File: src/rtl/regfile.sv
// regfile: 32 x 32-bit architectural register file for the in-order pipeline.
// Two combinational read ports, one write-back port and a pending-write
// scoreboard that lets decode detect read-after-write hazards.
//
// Optional feature macro: REGFILE_BYPASS_EN
//   defined   -> a same-cycle write to the register being read is forwarded to
//                the read data, and that port's busy flag is suppressed.
//   undefined -> reads return the stored value; busy stays up through the
//                write cycle and drops on the following cycle.
module regfile #(
  parameter int unsigned NREGS = 32,
  parameter int unsigned DW    = 32
) (
  input  logic             clk,
  input  logic             rst,
  // Write-back port
  input  logic             i_we,
  input  logic [4:0]       i_waddr,
  input  logic [DW-1:0]    i_wdata,
  // Read port 1
  input  logic             i_re1,
  input  logic [4:0]       i_raddr1,
  output logic [DW-1:0]    o_rdata1,
  output logic             o_busy1,
  // Read port 2
  input  logic             i_re2,
  input  logic [4:0]       i_raddr2,
  output logic [DW-1:0]    o_rdata2,
  output logic             o_busy2,
  // Issue / scoreboard
  input  logic             i_issue,
  input  logic [4:0]       i_issue_addr,
  output logic [NREGS-1:0] o_pending
);

  logic [DW-1:0]    regs_q [NREGS];
  logic [NREGS-1:0] pending_q;
  logic [NREGS-1:0] pending_d;

  // Register 0 is hardwired: writes to it never land and it is never pending.
  logic wr_valid;
  logic issue_valid;

  assign wr_valid    = i_we && (i_waddr != 5'd0);
  assign issue_valid = i_issue && (i_issue_addr != 5'd0);

  // Per-port "the write-back in this cycle targets the register being read".
  // Only meaningful with forwarding; otherwise the stored value and the
  // registered busy flag are returned unchanged.
  logic wr_hit1;
  logic wr_hit2;

`ifdef REGFILE_BYPASS_EN
  assign wr_hit1 = i_we && (i_waddr == i_raddr1);
  assign wr_hit2 = i_we && (i_waddr == i_raddr2);
`else
  assign wr_hit1 = 1'b0;
  assign wr_hit2 = 1'b0;
`endif

  // Register array: async clear, write-back on the rising edge.
  always_ff @(posedge clk or posedge rst) begin
    if (rst) begin
      for (int i = 0; i < int'(NREGS); i++) begin
        regs_q[i] <= '0;
      end
    end else if (wr_valid) begin
      regs_q[i_waddr] <= i_wdata;
    end
  end

  // Scoreboard next state: write clears, issue sets; issue applied last so a
  // same-address issue wins over the completing write (newer writer pending).
  always_comb begin
    pending_d = pending_q;
    if (wr_valid) begin
      pending_d[i_waddr] = 1'b0;
    end
    if (issue_valid) begin
      pending_d[i_issue_addr] = 1'b1;
    end
    pending_d[0] = 1'b0;
  end

  // Scoreboard state: async clear drops all in-flight pending writes.
  always_ff @(posedge clk or posedge rst) begin
    if (rst) begin
      pending_q <= '0;
    end else begin
      pending_q <= pending_d;
    end
  end

  // Scoreboard output, held at zero for the whole time reset is asserted.
  always_comb begin
    o_pending = rst ? '0 : pending_q;
  end

  // Read port 1: zero when disabled, addressing r0, or in reset.
  always_comb begin
    o_rdata1 = '0;
    o_busy1  = 1'b0;
    if (!rst && i_re1 && (i_raddr1 != 5'd0)) begin
      if (wr_hit1) begin
        o_rdata1 = i_wdata;
        o_busy1  = 1'b0;
      end else begin
        o_rdata1 = regs_q[i_raddr1];
        o_busy1  = pending_q[i_raddr1];
      end
    end
  end

  // Read port 2: same rules as port 1.
  always_comb begin
    o_rdata2 = '0;
    o_busy2  = 1'b0;
    if (!rst && i_re2 && (i_raddr2 != 5'd0)) begin
      if (wr_hit2) begin
        o_rdata2 = i_wdata;
        o_busy2  = 1'b0;
      end else begin
        o_rdata2 = regs_q[i_raddr2];
        o_busy2  = pending_q[i_raddr2];
      end
    end
  end

endmodule

File: config.mk
export PLATFORM = sky130hd
export DESIGN_NAME = regfile
export DESIGN_NICKNAME = d
export VERILOG_FILES = /design/src/rtl/regfile.sv
export SDC_FILE = /design/constraint.sdc
export NUM_CORES = 2
export LEC_CHECK = 0
export CAP_MARGIN = 20
export CORE_UTILIZATION = 35
export CTS_CLUSTER_SIZE = 28
export DETAILED_ROUTE_END_ITERATION = 8
export PLACE_DENSITY_LB_ADDON = 0.15
export SYNTH_ARGS = -nofsm -noshare
export SYNTH_HDL_FRONTEND = slang
export SYNTH_SLANG_ARGS = --single-unit
File: constraint.sdc
create_clock -name clk -period 59.5 [get_ports clk]
set_input_delay 17.85 -clock clk [delete_from_list [all_inputs] [get_ports clk]]
set_output_delay 17.85 -clock clk [all_outputs]
set_load 0.05 [all_outputs]
# Word level (Yosys, flattened, before mapping)
# Cells that the tools add are included.
dict set report word_totals {
  reg_bits 1055
  in_bits 58
  elab_cells 87
  output_inout_bits 98
}
dict set report op_classes {
  n_mux 24
  n_reduce_logical 14
  magnitude_cmp 10
  n_bitwise 6
}
# cell n
set op_table {}
lappend op_table {{bitwise mux 1024 bit} 1}
lappend op_table {{binary-select mux 32 bit (select 5 bit)} 2}
lappend op_table {{two-way mux 32 bit} 10}
lappend op_table {{demux 32 bit (select 5 bit)} 1}
lappend op_table {{AND 32 bit} 1}
lappend op_table {{inverter 32 bit} 1}
lappend op_table {{bitwise OR 32 bit} 1}
lappend op_table {{< comparator 5 x 6 -> 1 bit (second input constant)} 4}
lappend op_table {{nonzero test 5 bit} 4}
lappend op_table {{>= comparator 6 bit (second input constant)} 3}
lappend op_table {{inverter 5 -> 6 bit} 3}
lappend op_table {{binary-select mux 1 bit (select 5 bit)} 2}
lappend op_table {{demux 1 bit (select 5 bit)} 2}
lappend op_table {{>= comparator 5 x 1 -> 1 bit (second input constant)} 2}
lappend op_table {{logical AND 1 bit} 9}
lappend op_table {{< comparator 6 x 1 -> 1 bit (second input constant)} 1}
lappend op_table {{two-way mux 1 bit} 6}
lappend op_table {{zero test 1 bit} 1}

# Logic depth before layout (Yosys ltp)
dict set report logic_depth {
  word_depth 9
  mapped_depth 9
}

# Worst setup path before layout
# Ideal clock, no wire load.
dict set report synth_timing {
  kind {input-to-output}
  from {input port rst}
  to {output port o_busy2}
  cell_stages 5
  path_slack_ps -1341
  arrival_time_ps 42991
  path_cell_list {clkbuf_1 inv_1 and3_1 a31oi_1 a32oi_1}
}
dict set report synth_between {
  elab_chain_cells 4
}
# item line_no
set synth_lines {}
lappend synth_lines {{from (decl)} 15} ;# input logic rst,
lappend synth_lines {{zero test 1 bit} 118} ;# if (!rst && i_re2 && (i_raddr2 != 5'd0)) begin
lappend synth_lines {{logical AND 1 bit (2 in a row)} 118}
lappend synth_lines {{two-way mux 1 bit} 118}
lappend synth_lines {{to (decl)} 29} ;# output logic o_busy2,
# No other way between the ends.

# Final worst setup path
dict set report layout_timing {
  from {input port i_raddr1[0]}
  to {output port o_rdata1[14]}
}
dict set report layout_between {
  elab_chain_cells 5
  word_cells_on_any_way 7
  cone_classes {mux: 4; bitwise: 1; reduce/logical: 2}
}
# item line_no
set layout_lines {}
lappend layout_lines {{from (decl)} 22} ;# input logic [4:0] i_raddr1,
lappend layout_lines {{inverter 5 -> 6 bit (not written as such)} 108} ;# o_rdata1 = regs_q[i_raddr1];
lappend layout_lines {{binary-select mux 32 bit (select 5 bit)} 108}
lappend layout_lines {{two-way mux 32 bit (not written as such) (2 in a row)} 108}
lappend layout_lines {{two-way mux 32 bit *} 103} ;# if (!rst && i_re1 && (i_raddr1 != 5'd0)) begin
lappend layout_lines {{to (decl)} 23} ;# output logic [DW-1:0] o_rdata1,
# Mark *: on every way between the ends. The rest lies on a longest branch, timed or not. The select of a mux whose other input is x is not followed.

==> results.toml <==
[synth]
ys_ff_latch = 1055
synthCells = 4207
syn_area_um2 = 57230
ys_types = 53
synth_edf_count = 0
synth.avg_cell_area_um2 = 13.60
ys.flop_type = "dfrtp_1"
async_flop_share_pct = 100.0
synth_nets = 4265
yosysWarnings = 0
synth_seq_area_share_pct = 46.13

[clock_network]
clock_path_buffers = 3
clock-sinks = 1055
cts.htree.levels = 3
clk_root_buffer_cell = "clkbuf_16"
cts_setup_buffers = 0
ctsHoldBuffers = 0
clk_pin_slew_worst_paths_ps = 60
tritoncts = "yes"
post_cts_resized = 0
cts_made_buffers = 120
clock_latency_ps = 740

[layout]
final_cell_area_um2 = 65250
drive_gt1_share_pct = 41.32
area_growth_pct = 14.00
layout_commonest_cell = "mux2_2"
fin_util_pct = 40.13
final_nets = 4199
final_cell_mix = "1,065 x mux2_2, 1,055 x dfrtp_1, 445 x mux2i_1"
fin_cells = 6421

[grt]
met2_usage_pct = 40.79
met1_usage_pct = 36.04
grt_pass1_wl_mm = 301.6
grt_overflow = 0
grtUsageMet3_pct = 3.898
grt_use_total_pct = 25.50
grt.busiest_layer = "met2"
antenna_found_initial = 9
grt_pass1_vias = 38674
grt_max_degree = 170

[floorplan]
floorplan.initialDensity_pct = 35.20
pin_count = 156
fp.dieH_um = 406.4
die_area_um2 = 165100
coreArea_um2 = 162600
die_w_um = 406.4
rows = 148

[power]
p_leak_nw = 28.40
powerDensity_nw_per_um2 = 33.77
max-vdd-ir-drop_uv = 23.37

[timing]
clock_skew_ps = 0
setup_slack_ps = 18750
relSlewSlack_pct = 25.15
worst_pin_slew_ps = 1123
min_period_ps = 40750
slew_violations = 0
rsz0062_at_grt = "no"
fin_setup_tns_ps = 0
max_freq_mhz = 24.54
post-route-period-util_pct = 68.49
finalSetupViolCount = 0
hold_viol_final = 0

[place]
gp_congestion = 0.7745
dp_hpwl_mm = 118.0
dp_slack_ps = 18710
io_buffers = 154
postPlaceCellArea_um2 = 60610
dpl.cell_count = 6172

[routing]
route.detailed.wl_per_inst_um = 32.75
vias_per_cell = 5.940
routed_wl_mm = 210.3
drtAntennaViolNets = 0
drc = 0
via_count = 38140
first_pass_iters = 6
dr.first_iter.drc_count = 3674

[critical_path]
critPathCapture = "o_rdata1[14]"
cp_max_fo = 46
cp_data_required_time_ps = 41650
cp_slowest_cell = "clkdlybuf4s50_1"
critPathBufInv = 5
crit_type = "in2out"
crit_path_end_kind = "primary output"
r2r_cells = 1
rr_endpoint = "regs_q[231]$_DFFE_PP0P_"
critical_path.max_stage_delay_ps = 970
crit_family = "buffers and inverters"
cp.depth = 9
reg2reg_slack_ps = 58680
worstPathArrival_ps = 22900
regToRegStartpoint = "regs_q[231]$_DFFE_PP0P_"
crit_start = "i_raddr1[0]"
cp_common_cell = "buf_4"
worstSetupStartpointType = "input pin"
crit_chain = "buf_8 -> buf_4 -> buf_4 -> buf_4 -> mux4_2 -> mux2_2 -> nand2_1 -> a32oi_1 -> clkdlybuf4s50_1"

[job]
cap_violations = 0

[worst_hold_path]
hp-class = "reg2reg"

[outcome]
run_status = "finished, final reports clean"
## synthesized netlist by cell type, types with 2 or more instances
cell       count  area, um^2
mux2_2      1065       11990
a2111oi_0      2       17.52
nand4b_1       3       26.28
nand3b_1       5       37.54
nand2b_1      30       187.7
buf_2        156       780.8
a31oi_1       65       406.6
mux2_1        54       608.1
nor3b_1        3       22.52
mux4_2       308        6937
o2bb2ai_1      9       78.83
nor2b_1       37       231.5
buf_4         36       270.3
nand3_1       35       175.2
and2_0         2       12.51
a22o_1         5       43.79
a21oi_1      105       525.5
nor3_1         3       15.01
a22oi_1      131       983.4
nor4_1         2       12.51
clkbuf_1     242       908.4
inv_1          9       33.78
buf_6          3       33.78
and3_1         2       12.51
nand2_1      200       750.7
a221oi_1      53       464.2
o21ai_0       22       110.1
o22ai_1        7       43.79
dfrtp_1     1055       26400
or3_1          4       25.02
nor2_1        33       123.9
and2_1         3       18.77
buf_1         26       97.59
mux2i_1      445        4454
a32oi_1       29       254.0
## cell type report
type	instances	area (um^2)
sequential	1055	26400
inverter	11	45.04
fill	15353	97340
tap	2175	2721
timing repair buffer	276	2898
multi-input combinational	2677	29020
clock buffer	191	3724
clock inverter	32	426.7
antenna	4	10.01
## report_power, final
part           switching [mW]  internal [mW]
logic                   0.204          0.252
clock network           0.318          0.468
registers               0.105          0.855
total                   0.627           1.58
## cell families after synthesis
family	Yosys count	synth area share, %
muxes	1872	41.92
buffers and inverters	475	3.734
and+or+nand+nor	367	2.962
other	1	0.006552
DFF	1055	46.13
AOI/OAI and AO/OA	437	5.247
## sequential cells by signal (all words and copies together), names as in the netlist
| signal | count |
|---|---|
| pending_q | 31 |
| regs_q | 1024 |
## per-stage QoR
step                      hold slack [ps]  total power, mW
after CTS                           397.1            2.215
after global routing                404.7            2.300
after global placement              383.2            1.415
final                               391.1            2.203
after floorplan                     441.3            1.292
after detailed placement            383.8            1.422
## worst min-delay path by stage
stage	from	to	slack [ps]	cells past startpoint
floorplan	regs_q[1001]$_DFFE_PP0P_	regs_q[1001]$_DFFE_PP0P_	440	1
global placement	regs_q[1023]$_DFFE_PP0P_	regs_q[1023]$_DFFE_PP0P_	380	0
detailed placement	regs_q[1013]$_DFFE_PP0P_	regs_q[1013]$_DFFE_PP0P_	380	0
CTS	regs_q[1013]$_DFFE_PP0P_	regs_q[1013]$_DFFE_PP0P_	400	0
global route	regs_q[1013]$_DFFE_PP0P_	regs_q[1013]$_DFFE_PP0P_	400	0
finish	regs_q[1013]$_DFFE_PP0P_	regs_q[1013]$_DFFE_PP0P_	390	0
## routing by layer
metal | vias up | part of all wire (%)
met5 | - | 0.020
met3 | 269 | 5.5
met2 | 1163 | 47
li1 | 15815 | -
met4 | 8 | 2.3
met1 | 20885 | 45
Power figures use the tool's default switching activity.
